[src/rtl/fetch_unit.sv]
// rtl/fetch_unit.sv - rv32i fetch stage: PC, in-order imem requests, response FIFO, redirect flush
// Optional feature macro: FETCH_MISALIGN_TRAP_EN (halt fetch on a misaligned redirect target)
module fetch_unit #(
  parameter logic [31:0] RESET_PC = 32'h0000_0000,
  parameter int          DEPTH    = 4
) (
  input  logic        clk,
  input  logic        reset,
  output logic        imem_req,
  output logic [31:0] imem_addr,
  input  logic        imem_rvalid,
  input  logic [31:0] imem_rdata,
  input  logic        redirect,
  input  logic [31:0] redirect_pc,
  output logic        instr_valid,
  input  logic        instr_ready,
  output logic [31:0] instr,
  output logic [31:0] instr_pc,
  output logic [31:0] instr_pcPlus4,
  output logic        misaligned
);

  localparam int CW = $clog2(DEPTH + 1);
  localparam int PW = $clog2(DEPTH);
  localparam logic [CW:0]   depthLimit = (CW + 1)'(DEPTH);
  localparam logic [CW-1:0] depthFull  = CW'(DEPTH);
  localparam logic [PW-1:0] lastIdx    = PW'(DEPTH - 1);
  localparam logic [31:0]   nopInstr   = 32'h0000_0013;

  typedef enum logic {RUN, HALT} fetchState;

  fetchState     state;
  logic [31:0]   pc;
  logic [31:0]   respPc;
  logic [CW-1:0] outCnt;
  logic [CW-1:0] dropCnt;
  logic [CW-1:0] fillCnt;
  logic [PW-1:0] headPtr;
  logic [PW-1:0] tailPtr;
  logic [31:0]   fifoInstr [DEPTH];
  logic [31:0]   fifoPc    [DEPTH];

  logic          running;
  logic          issue;
  logic          push;
  logic          pop;
  logic          discard;
  logic          trap;
  logic          bufEmpty;
  logic [31:0]   targetPc;

  function automatic logic [PW-1:0] nextIdx(input logic [PW-1:0] idx);
    return (idx == lastIdx) ? '0 : idx + 1'b1;
  endfunction

`ifdef FETCH_MISALIGN_TRAP_EN
  assign targetPc = redirect_pc;
  assign trap     = redirect && (redirect_pc[1:0] != 2'b00);
`else
  assign targetPc = redirect_pc & 32'hFFFF_FFFC;
  assign trap     = 1'b0;
`endif

  assign running  = (state == RUN);
  assign bufEmpty = (fillCnt == '0);

  // Issue looks only at registered counts so the request never depends on this cycle's response
  assign issue   = running && !reset && !redirect &&
                   (({1'b0, outCnt} + {1'b0, fillCnt}) < depthLimit);
  assign discard = imem_rvalid && (dropCnt != '0);
  assign push    = imem_rvalid && (dropCnt == '0) && !redirect && running;
  assign pop     = instr_valid && instr_ready && !redirect;

  assign imem_req      = issue;
  assign imem_addr     = pc;
  assign instr_valid   = running && !bufEmpty;
  assign instr         = bufEmpty ? nopInstr : fifoInstr[headPtr];
  assign instr_pc      = bufEmpty ? respPc : fifoPc[headPtr];
  assign instr_pcPlus4 = instr_pc + 32'd4;

  // Counters, pointers and PCs: redirect flushes and re-targets, otherwise apply net deltas
  always_ff @(posedge clk) begin
    if (reset) begin
      pc      <= RESET_PC;
      respPc  <= RESET_PC;
      outCnt  <= '0;
      dropCnt <= '0;
      fillCnt <= '0;
      headPtr <= '0;
      tailPtr <= '0;
    end else begin
      outCnt <= outCnt + CW'(issue) - CW'(imem_rvalid);
      if (redirect) begin
        pc      <= targetPc;
        respPc  <= targetPc;
        dropCnt <= outCnt - CW'(imem_rvalid);
        fillCnt <= '0;
        headPtr <= '0;
        tailPtr <= '0;
      end else begin
        if (issue) pc <= pc + 32'd4;
        if (push) begin
          respPc  <= respPc + 32'd4;
          tailPtr <= nextIdx(tailPtr);
        end
        if (pop) headPtr <= nextIdx(headPtr);
        dropCnt <= dropCnt - CW'(discard);
        fillCnt <= fillCnt + CW'(push) - CW'(pop);
      end
    end
  end

  // FIFO storage, written only on an accepted response
  always_ff @(posedge clk) begin
    if (push) begin
      fifoInstr[tailPtr] <= imem_rdata;
      fifoPc[tailPtr]    <= respPc;
    end
  end

  // Run/halt FSM with sticky misaligned flag; halt is left only through reset
  always_ff @(posedge clk) begin
    if (reset) begin
      state      <= RUN;
      misaligned <= 1'b0;
    end else if (trap) begin
      state      <= HALT;
      misaligned <= 1'b1;
    end
  end

  // Outstanding plus buffered never exceeds DEPTH, so a push into a full FIFO is a bug
  always_ff @(posedge clk) begin
    if (!reset) assert (!(push && fillCnt == depthFull));
  end

endmodule

[config.mk]
export PLATFORM = sky130hd
export DESIGN_NAME = fetch_unit
export DESIGN_NICKNAME = d
export VERILOG_FILES = /design/src/rtl/fetch_unit.sv
export SDC_FILE = /design/constraint.sdc
export NUM_CORES = 1
export LEC_CHECK = 0
export ABC_AREA = 0
export CAP_MARGIN = 20
export CORE_ASPECT_RATIO = 1.5
export CORE_UTILIZATION = 44
export DETAILED_ROUTE_END_ITERATION = 7
export GPL_TIMING_DRIVEN = 0
export PLACE_DENSITY_LB_ADDON = 0.3
export SLEW_MARGIN = 40
export SYNTH_ARGS = -nofsm -noshare
export SYNTH_HDL_FRONTEND = slang
export SYNTH_SLANG_ARGS = --single-unit
[constraint.sdc]
create_clock -name clk -period 4.9 [get_ports clk]
set_clock_uncertainty 0.15 [all_clocks]
set_input_delay 0.98 -clock clk [delete_from_list [all_inputs] [get_ports clk]]
set_output_delay 0.98 -clock clk [all_outputs]
set_load 0.02 [all_outputs]
* Yosys cells after proc, flatten, opt, wreduce, memory -nomap -nowiden
Memory sizes are Yosys's and may differ from the RTL's. A register that Yosys moved wholly into a read port is not among the register bits.
Cells that the tools add are included.
** Word-level totals
- Register bits after elaboration :: 77
- Memory bits (writable) :: 256
- Input port bits :: 69
- Output and inout bits :: 131
- Logic and storage cells :: 57
- Memories kept :: 2
** Operators by class
- $add $sub $neg :: 12
- Magnitude comparators :: 1
- Eq/ne operators :: 2
- Muxes and demuxes :: 15
- Reduce and logical (&&, ||, !) cells :: 16
** Memory list
- fifoInstr :: words 4, bits a word 32, read ports 1, clocked after memory_dff 1, wr ports 1, RTL line 40 : logic [31:0] fifoInstr [DEPTH];
- fifoPc :: words 4, bits a word 32, read ports 1, clocked after memory_dff 1, wr ports 1, RTL line 41 : logic [31:0] fifoPc [DEPTH];
** Operators with widths (count)
- $mux 32 :: 6
- $add 32x3->32 const B :: 3
- $mux 2 :: 6
- $sub 3x1->3 :: 4
- $logic_and 1x1->1 :: 7
- $add 3x1->3 :: 2
- $logic_not 3->1 :: 2
- $add 2x1->2 const B :: 2
- $add 3x3->4 :: 1
- $eq 2x2->1 const B :: 2
- $lt 4x3->1 const B :: 1
- $reduce_bool 2->1 :: 2
- $logic_not 1->1 :: 3
- $mux 3 :: 1
- $reduce_bool 3->1 :: 1
- $mux 1 :: 2
- $reduce_or 2->1 :: 1

* Logic depth before layout (Yosys ltp)
Gate-level depths: netlist (run 1).
- Depth after elaboration :: 6
- Mapped depth :: 15
- Gate-level depth less buffers :: 12

* Worst setup path before layout (run 1)
OpenSTA, ideal clock, no wires.
- Kind :: flip-flop to output port
- From :: reg fillCnt[1]
- To :: out instr_pcPlus4[22]
- Arrival :: 3.434 ns
- Data required time :: 3.770 ns
- Path slack :: 0.336 ns
- Cell stages (with the launch flop) :: 15
- Path through :: dfxtp_1 > nor3_2 > inv_2 > clkbuf_1 > buf_1 > clkbuf_1 > nand2_1 > and2_1 > inv_1 > ha_1 > and4_1 > o22a_1 > nand2_1 > nor4_1 > xor2_1
** Between the ends
- Cells in the longest elaborated chain, start to end :: 3
** RTL lines
- start: declaration :: RTL line 37 : logic [CW-1:0] fillCnt;
- start signal: assignment :: RTL line 108 : fillCnt <= fillCnt + CW'(push) - CW'(pop);
- $logic_not 3->1 :: RTL line 65 : assign bufEmpty = (fillCnt == '0);
- $mux 32 :: RTL line 78 : assign instr_pc = bufEmpty ? respPc : fifoPc[headPtr];
- via instr_pc[2] :: RTL line 18 : output logic [31:0] instr_pc,
- $add 32x3->32 :: RTL line 79 : assign instr_pcPlus4 = instr_pc + 32'd4;
- end: declaration :: RTL line 19 : output logic [31:0] instr_pcPlus4,
The timed path passes the listed nets, and every way through them passes these cells.

* Final worst setup path (run 1)
- From :: reg fillCnt[1]
- To :: out instr_pcPlus4[22]
** Between the ends
- Cells in the longest elaborated chain, start to end :: 3
** RTL lines (RTL line)
- $logic_not 3->1 :: 65
- $mux 32 :: 78
- $add 32x3->32 :: 79
No other way between the ends.

==> impl_metrics.yaml, run 1 <==
synth:
  synthAdderAreaFrac: 0.0174
  synth_compound_area_frac: 0.0493
  synth-xor-area-share: 0.0411
  synth_top_family_by_area: "simple AND/OR/NAND/NOR gates"
  synth_edf_count: 248
  ys_ff_latch: 323
  syn_area_um2: 14500
  synthArstFlopShare: 0
  syn_area_per_cell_um2: 13.3
  synth_warnings: 0
  ys.flop_type: "edfxtp_1"
  seq_area_frac_synth: 0.617
  synthDistinctLibCells: 59
  syn_inst: 1092
  synth_simple_gate_area_frac: 0.135
  synth_mux_area_frac: 0.110
timing:
  worst_slack_ns: 0.187
  maxSlewHeadroom: 0.513
  hold_viol: 0
  maxSlewViolCount: 0
  max_freq_mhz: 212
  fin_crit_ns: 4.71
  tightest_slew_ns: 0.731
  setup_viol: 0
  fin_crit_sh: 0.962
  rsz0062_at_grt: "true"
placement:
  place_area_um2: 17100
  gp_congestion: 0.904
  numPortBuffers: 188
  dp.final_hpwl_mm: 26.3
  dp_slack_ns: -1.31
layout:
  syn2layout_area_growth_pct: 25.8
  regArea_um2: 8950
  num_antenna_cells: 0
  finish.instance_area_um2: 18200
  nNetsFinal: 1417
  nFillCells: 2668
  multiInputGateArea_um2: 5230
  drive_gt1_frac: 0.141
die:
  io-pin-count: 200
  die_area_um2: 33700
  die_width_um: 150
  die_y_um: 224
  start_util: 0.446
  coreArea_um2: 32500
  num_rows: 81
clock_tree:
  clockBufferDepth: 3
  cts_root_buf: "clkbuf_16"
  hold_buffers: 0
  cts.clk_slew.worst_paths_ns: 0.07
  cts_tree: "yes"
  clock-sinks: 323
  clock_latency_ns: 0.57
  numCtsBuffers: 29
  htree_levels: 1
run:
  cap_viol_max_count: 0
global_route:
  grt_pass1_vias: 9822
  grt_pass1_wl_mm: 55.6
  grt_use_total: 0.219
  grt_max_degree: 35
  antenna_found_initial: 0
  overflow: 0
critical_path:
  start_kind: "register"
  slowest_stage: "dfxtp_2"
  critical_path_class: "reg2out"
  cp_cell_sequence: "nor3_4, inv_2, clkbuf_8, buf_6, clkbuf_8, nand2_1, and2_1, inv_1, ha_2, nand3_1, nor2_2, o22a_2, nand2_2, nor4_4, xor2_1, clkdlybuf4s15_2"
  arrival_ns: 3.58
  cp_max_fo: 10
  cp-end-kind: "output port"
  required_ns: 3.77
  critPathMaxStageDelay_ns: 0.40
  critPathMostFrequentCell: "clkbuf_8"
route:
  routed_via_density: 5.52
  via_count: 9760
  drtIter0Drc: 707
  ant_nets: 0
  wirelength_mm: 36.4
  firstDrtPassIters: 5
  drc: 0
  wl_per_cell_um: 20.6
power_and_ir_drop:
  ir_drop_mv: 0.271
  pwr_density_cell_nw_per_um2: 352
  p_leak_nw: 6.33
  total_power_mw: 6.41
run_status:
  outcome: "finished clean"
hold_path:
  hold_class: "reg2reg"
[registers in the layout, summed over array words and instances (netlist names), 3 cells and up, named ones only]
name       cells
respPc        30
outCnt         3
dropCnt        3
fifoInstr    128
imem_addr     30
fillCnt        3
fifoPc       120
[cell families (layout without fill, tap and decap cells)]
| kind of cell | Yosys count | in the layout |
|---|---|---|
| adder cells (fa/ha/maj) | 19 | 19 |
| XOR/XNOR | 68 | 68 |
| AO/OA/AOI/OAI | 117 | 117 |
| multiplexers | 79 | 79 |
| AND/OR/NAND/NOR | 393 | 393 |
| other | 1 | 7 |
| flip-flops | 323 | 323 |
| buffers and inverters | 92 | 346 |
[synthesized netlist by cell type (all sizes together) (22+ instances only)]
cell type / number / area, µm²
mux4: 62 / 1410
and2: 36 / 225
and3: 22 / 138
dfxtp: 75 / 1500
xnor2: 33 / 289
nand3: 43 / 215
inv: 29 / 109
xor2: 35 / 307
nand4: 24 / 150
clkbuf: 37 / 139
a21oi: 43 / 215
o21ai: 23 / 115
nor2: 58 / 218
nand2: 139 / 522
edfxtp: 248 / 7450
buf: 25 / 186
[worst paths after layout]
path | startpoint | to | slack (ns) | depth (start not counted)
max | fillCnt[1]$_SDFF_PP0_ | instr_pcPlus4[22] | 0.19 | 16
min | tailPtr[1]$_SDFFE_PP0P_ | tailPtr[1]$_SDFFE_PP0P_ | 0.35 | 2
max reg2reg | outCnt[2]$_SDFF_PP0_ | outCnt[1]$_SDFF_PP0_ | 1.98 | 9
min reg2reg | tailPtr[1]$_SDFFE_PP0P_ | tailPtr[1]$_SDFFE_PP0P_ | 0.35 | 2
[power breakdown]
part | total [mW] | switching (mW) | internal [mW] | leakage, nW
clock network | 2.45 | 1.01 | 1.44 | 0.501
logic | 0.829 | 0.459 | 0.370 | 2.95
registers | 3.14 | 0.0885 | 3.05 | 2.88
[worst max-delay path, delay by kind of cell, from the launching register on]
family                   cells  cell delay, ns
AO/OA/AOI/OAI                1            0.22
XOR/XNOR                     1            0.17
adder cells (fa/ha/maj)      1            0.24
buffers and inverters        6            1.10
flip-flops                   1            0.40
AND/OR/NAND/NOR              7            0.87
[metrics by stage]
step | util | hold WS [ns] | std cells | setup TNS, ns
after global routing | 0.561 | 0.372 | 1767 | -0.0301
after detailed placement | 0.525 | 0.329 | 1707 | -13.76
after CTS | 0.560 | 0.347 | 1766 | -0.0211
final | 0.561 | 0.345 | 1767 | 0
after global placement | 0.520 | 0.319 | 1701 | -230.03
after floorplan | - | 0.308 | 1098 | 0
[what timing repair did]
| item | 4_1_cts | 5_1_grt |
|---|---|---|
| buffers inserted | 5 | 1 |
| cloned | 0 | 0 |
| gates resized for setup | 53 | 23 |
| pin swaps | 4 | 2 |
| endpoints found under the setup margin | 63 | 13 |
| endpoints found under the hold margin | 0 | 0 |
[per-layer routing]
metal / GRT usage / vias to the layer above / share of wire
li1: - / 4540 / -
met1: 0.268 / 4813 / 0.39
met2: 0.400 / 357 / 0.52
met3: 0.0235 / 50 / 0.062
met4: 0.0678 / 0 / 0.024
met5: 0 / - / 0
[final cells by class]
type,instances,area share
inverter,30,0.00617
sequential,323,0.491
timing repair buffer,200,0.111
multi-input combinational,683,0.286
tap,415,0.0285
clock buffer,35,0.0421
clock inverter,19,0.0143
buffer,62,0.0208
[placed cells by master (no fill, tap or decap), types with 5 or more instances in the layout]
cell             count
a21boi_0            12
nand2_1            138
nor4_1              10
and2_1              36
a21oi_1             43
xnor2_1             32
clkbuf_16           29
dfxtp_1             72
inv_1               28
o21ai_0             23
conb_1               7
buf_12               7
xor2_1              35
a211oi_1             6
nor2_1              57
bufinv_16            6
mux2i_1             11
buf_4               18
nor3_1              18
and3_1              18
clkdlybuf4s50_1    176
clkbuf_1            34
buf_6                7
clkinv_2             5
nor2b_1              6
or3_1                5
buf_2                8
nand4_1             24
nand3_1             43
ha_1                16
edfxtp_1           248
a31oi_1             12
clkbuf_2             5
mux4_2              58
clkbuf_8             5
No activity file was read; power rests on OpenSTA's default activity.
==> inputs of run 2 (changes only) <==
--- a/config.mk
+++ b/config.mk
@@ -6,7 +6,7 @@
 export NUM_CORES = 1
 export LEC_CHECK = 0
 export ABC_AREA = 0
-export CAP_MARGIN = 20
+export CAP_MARGIN = 25
 export CORE_ASPECT_RATIO = 1.5
 export CORE_UTILIZATION = 44
 export DETAILED_ROUTE_END_ITERATION = 7
==> results of run 2 <==
Final layout, timing and power as in run 1 (identical DEF).
==> inputs of run 3 (changes only) <==
--- a/config.mk
+++ b/config.mk
@@ -8,10 +8,11 @@
 export ABC_AREA = 0
 export CAP_MARGIN = 25
 export CORE_ASPECT_RATIO = 1.5
-export CORE_UTILIZATION = 44
+export CORE_UTILIZATION = 25
 export DETAILED_ROUTE_END_ITERATION = 7
 export GPL_TIMING_DRIVEN = 0
-export PLACE_DENSITY_LB_ADDON = 0.3
+export PLACE_DENSITY_LB_ADDON = 0.2
+export RECOVER_POWER = 100
 export SLEW_MARGIN = 40
 export SYNTH_ARGS = -nofsm -noshare
 export SYNTH_HDL_FRONTEND = slang
==> impl_metrics.yaml, run 3 (synthesized netlist as in run 1, its figures left out) <==
global_route:
  gr-usage-met1: 0.185
  grt_util_met3: 0.0300
  antenna_found_initial: 0
  grt_pass1_vias: 10332
  grt_most_used_layer: "met2"
  grt_pass1_wl_mm: 66.1
  grt_max_degree: 30
  grt_use_total: 0.151
  use_met2: 0.264
  overflow: 0
power_and_ir_drop:
  pwr_density_cell_nw_per_um2: 355
  p_leak_nw: 6.61
  total_power_mw: 6.63
  ir_drop_mv: 0.173
placement:
  gp_congestion: 0.849
  place_area_um2: 17600
  dp.final_hpwl_mm: 32.1
  numPortBuffers: 188
layout:
  finish.instance_area_um2: 18700
  mostFrequentLayoutCells: "248 x edfxtp_1, 138 x nand2_1, 130 x dlygate4sd3_1, 72 x dfxtp_1, 58 x mux4_2"
  nNetsFinal: 1425
  regMostFlops: "fifoInstr"
  drive_gt1_frac: 0.142
  layout_commonest_cell: "edfxtp_1"
  largest_reg_flops: 128
  top_regs: "fifoInstr: 128 flops, fifoPc: 120 flops"
  syn2layout_area_growth_pct: 28.9
clock_tree:
  numCtsBuffers: 34
  cts.clk_slew.worst_paths_ns: 0.06
  clock-sinks: 323
  cts_tree: "yes"
  cts_root_buf: "clkbuf_16"
  clockBufferDepth: 3
  clock_latency_ns: 0.53
  hold_buffers: 0
  htree_levels: 2
hold_path:
  hold_class: "reg2reg"
  min_to: "tailPtr[1]$_SDFFE_PP0P_"
  hold_start: "tailPtr[1]$_SDFFE_PP0P_"
  holdPathStages: 2
critical_path:
  ff2ff_setup_slack_ns: 1.05
  start_kind: "register"
  arrival_ns: 3.65
  cp_max_fo: 10
  r2r-end: "fifoInstr[1][9]$_DFFE_PP_"
  critical_path_class: "reg2out"
  required_ns: 3.77
  regToRegStartpoint: "dropCnt[0]$_SDFF_PP0_"
  reg2regPathDepth: 5
  cp-end-kind: "output port"
timing:
  fin_crit_ns: 4.78
  maxSlewHeadroom: -0.170
  max_freq_mhz: 209
  hold_viol: 0
  tightest_slew_ns: 1.75
  rsz0062_at_grt: "false"
  maxSlewViolCount: 28
  setup_viol: 0
  fin_crit_sh: 0.976
route:
  routed_via_density: 4.63
  drtIter0Drc: 522
  ant_nets: 0
  wirelength_mm: 44.5
  drc: 0
  wl_per_cell_um: 20.9
  via_count: 9841
  firstDrtPassIters: 5
die:
  die_width_um: 199
  start_util: 0.254
  num_rows: 107
  die_area_um2: 59000
  coreArea_um2: 57000
  die_y_um: 297
  io-pin-count: 200
run_status:
  failed_checks: "capacitance limit, slew limit"
  outcome: "complete, but fails checks"
run:
  cap_viol_max_count: 1
## run 3: cell count changes in the layout (fill, tap and decap cells not counted), sizes merged, moves of 2 or more
cell,previous run,this run
buf,41,32
dlygate4sd3,0,130
clkdlybuf4s15,2,0
clkdlybuf4s50,176,46
bufinv,6,4
clkbuf,76,94
clkinv,9,16
## run 3: worst max-delay path, cell delays in order, from the launching register on
cell	delay, ns
dfxtp_1	0.31
buf_4	0.18
clkbuf_2	0.32
mux4_1	0.25
nand3_1	0.20
a22oi_2	0.34
and2_1	0.34
nand3_1	0.14
xnor2_1	0.35
clkdlybuf4s50_1	0.69
## run 3: worst max-delay path by stage
stage                     startpoint                        end  slack [ns]  cells past startpoint
2_1_floorplan  fillCnt[1]$_SDFF_PP0_          instr_pcPlus4[22]        0.34                     14
3_3_place_gp   fillCnt[1]$_SDFF_PP0_          instr_pcPlus4[28]       -1.95                     16
3_5_place_dp   fillCnt[1]$_SDFF_PP0_          instr_pcPlus4[28]       -1.38                     15
4_1_cts        fillCnt[0]$_SDFF_PP0_           instr_pcPlus4[8]       0.006                     15
5_1_grt                  imem_rvalid  fifoInstr[1][9]$_DFFE_PP_        0.01                      6
6_report                    register          instr_pcPlus4[15]        0.12                      9
## run 3: repair_timing
| item | in CTS | in global routing |
|---|---|---|
| setup buffers | 6 | 1 |
| gates cloned | 0 | 0 |
| resized for setup | 77 | 22 |
| endpoints found under the setup margin | 78 | 15 |
| pin swaps | 7 | 5 |
## run 3: per-stage QoR
step	TNS [ns]	hold slack [ns]	utilization	instances	setup WS, ns
final	0	0.350	0.328	2126	0.117
after global routing	0	0.378	0.328	2125	0.0103
after CTS	0	0.349	0.330	2124	0.00580
after detailed placement	-16.66	0.336	0.308	2057	-1.38
after global placement	-377.50	0.321	0.304	2049	-1.95
after floorplan	0	0.308	-	1098	0.336
## run 3: layout make-up
| type | instances | area (µm²) |
|---|---|---|
| fillers | 5815 | 38300 |
| flip-flops and latches | 323 | 8950 |
| multi-input cells | 683 | 5190 |
| repair buffers | 203 | 1940 |
| well taps | 763 | 955 |
| clock buffers | 38 | 897 |
| plain buffers | 62 | 412 |
| clock inverters | 23 | 229 |
| inverters | 30 | 113 |
| diodes | 1 | 2.50 |
## run 3: layer usage
| metal | share of wire | routed length (µm) |
|---|---|---|
| met3 | 0.051 | 2290 |
| met4 | 0.024 | 1090 |
| met5 | 0 | 0 |
| met1 | 0.42 | 18600 |
| met2 | 0.51 | 22500 |
## run 3: where the power goes
group / internal, mW / total (mW) / switching [mW]
Clock: 1.54 / 2.66 / 1.12
Combinational: 0.339 / 0.829 / 0.490
Sequential: 3.05 / 3.14 / 0.0891
Total: 4.93 / 6.63 / 1.70
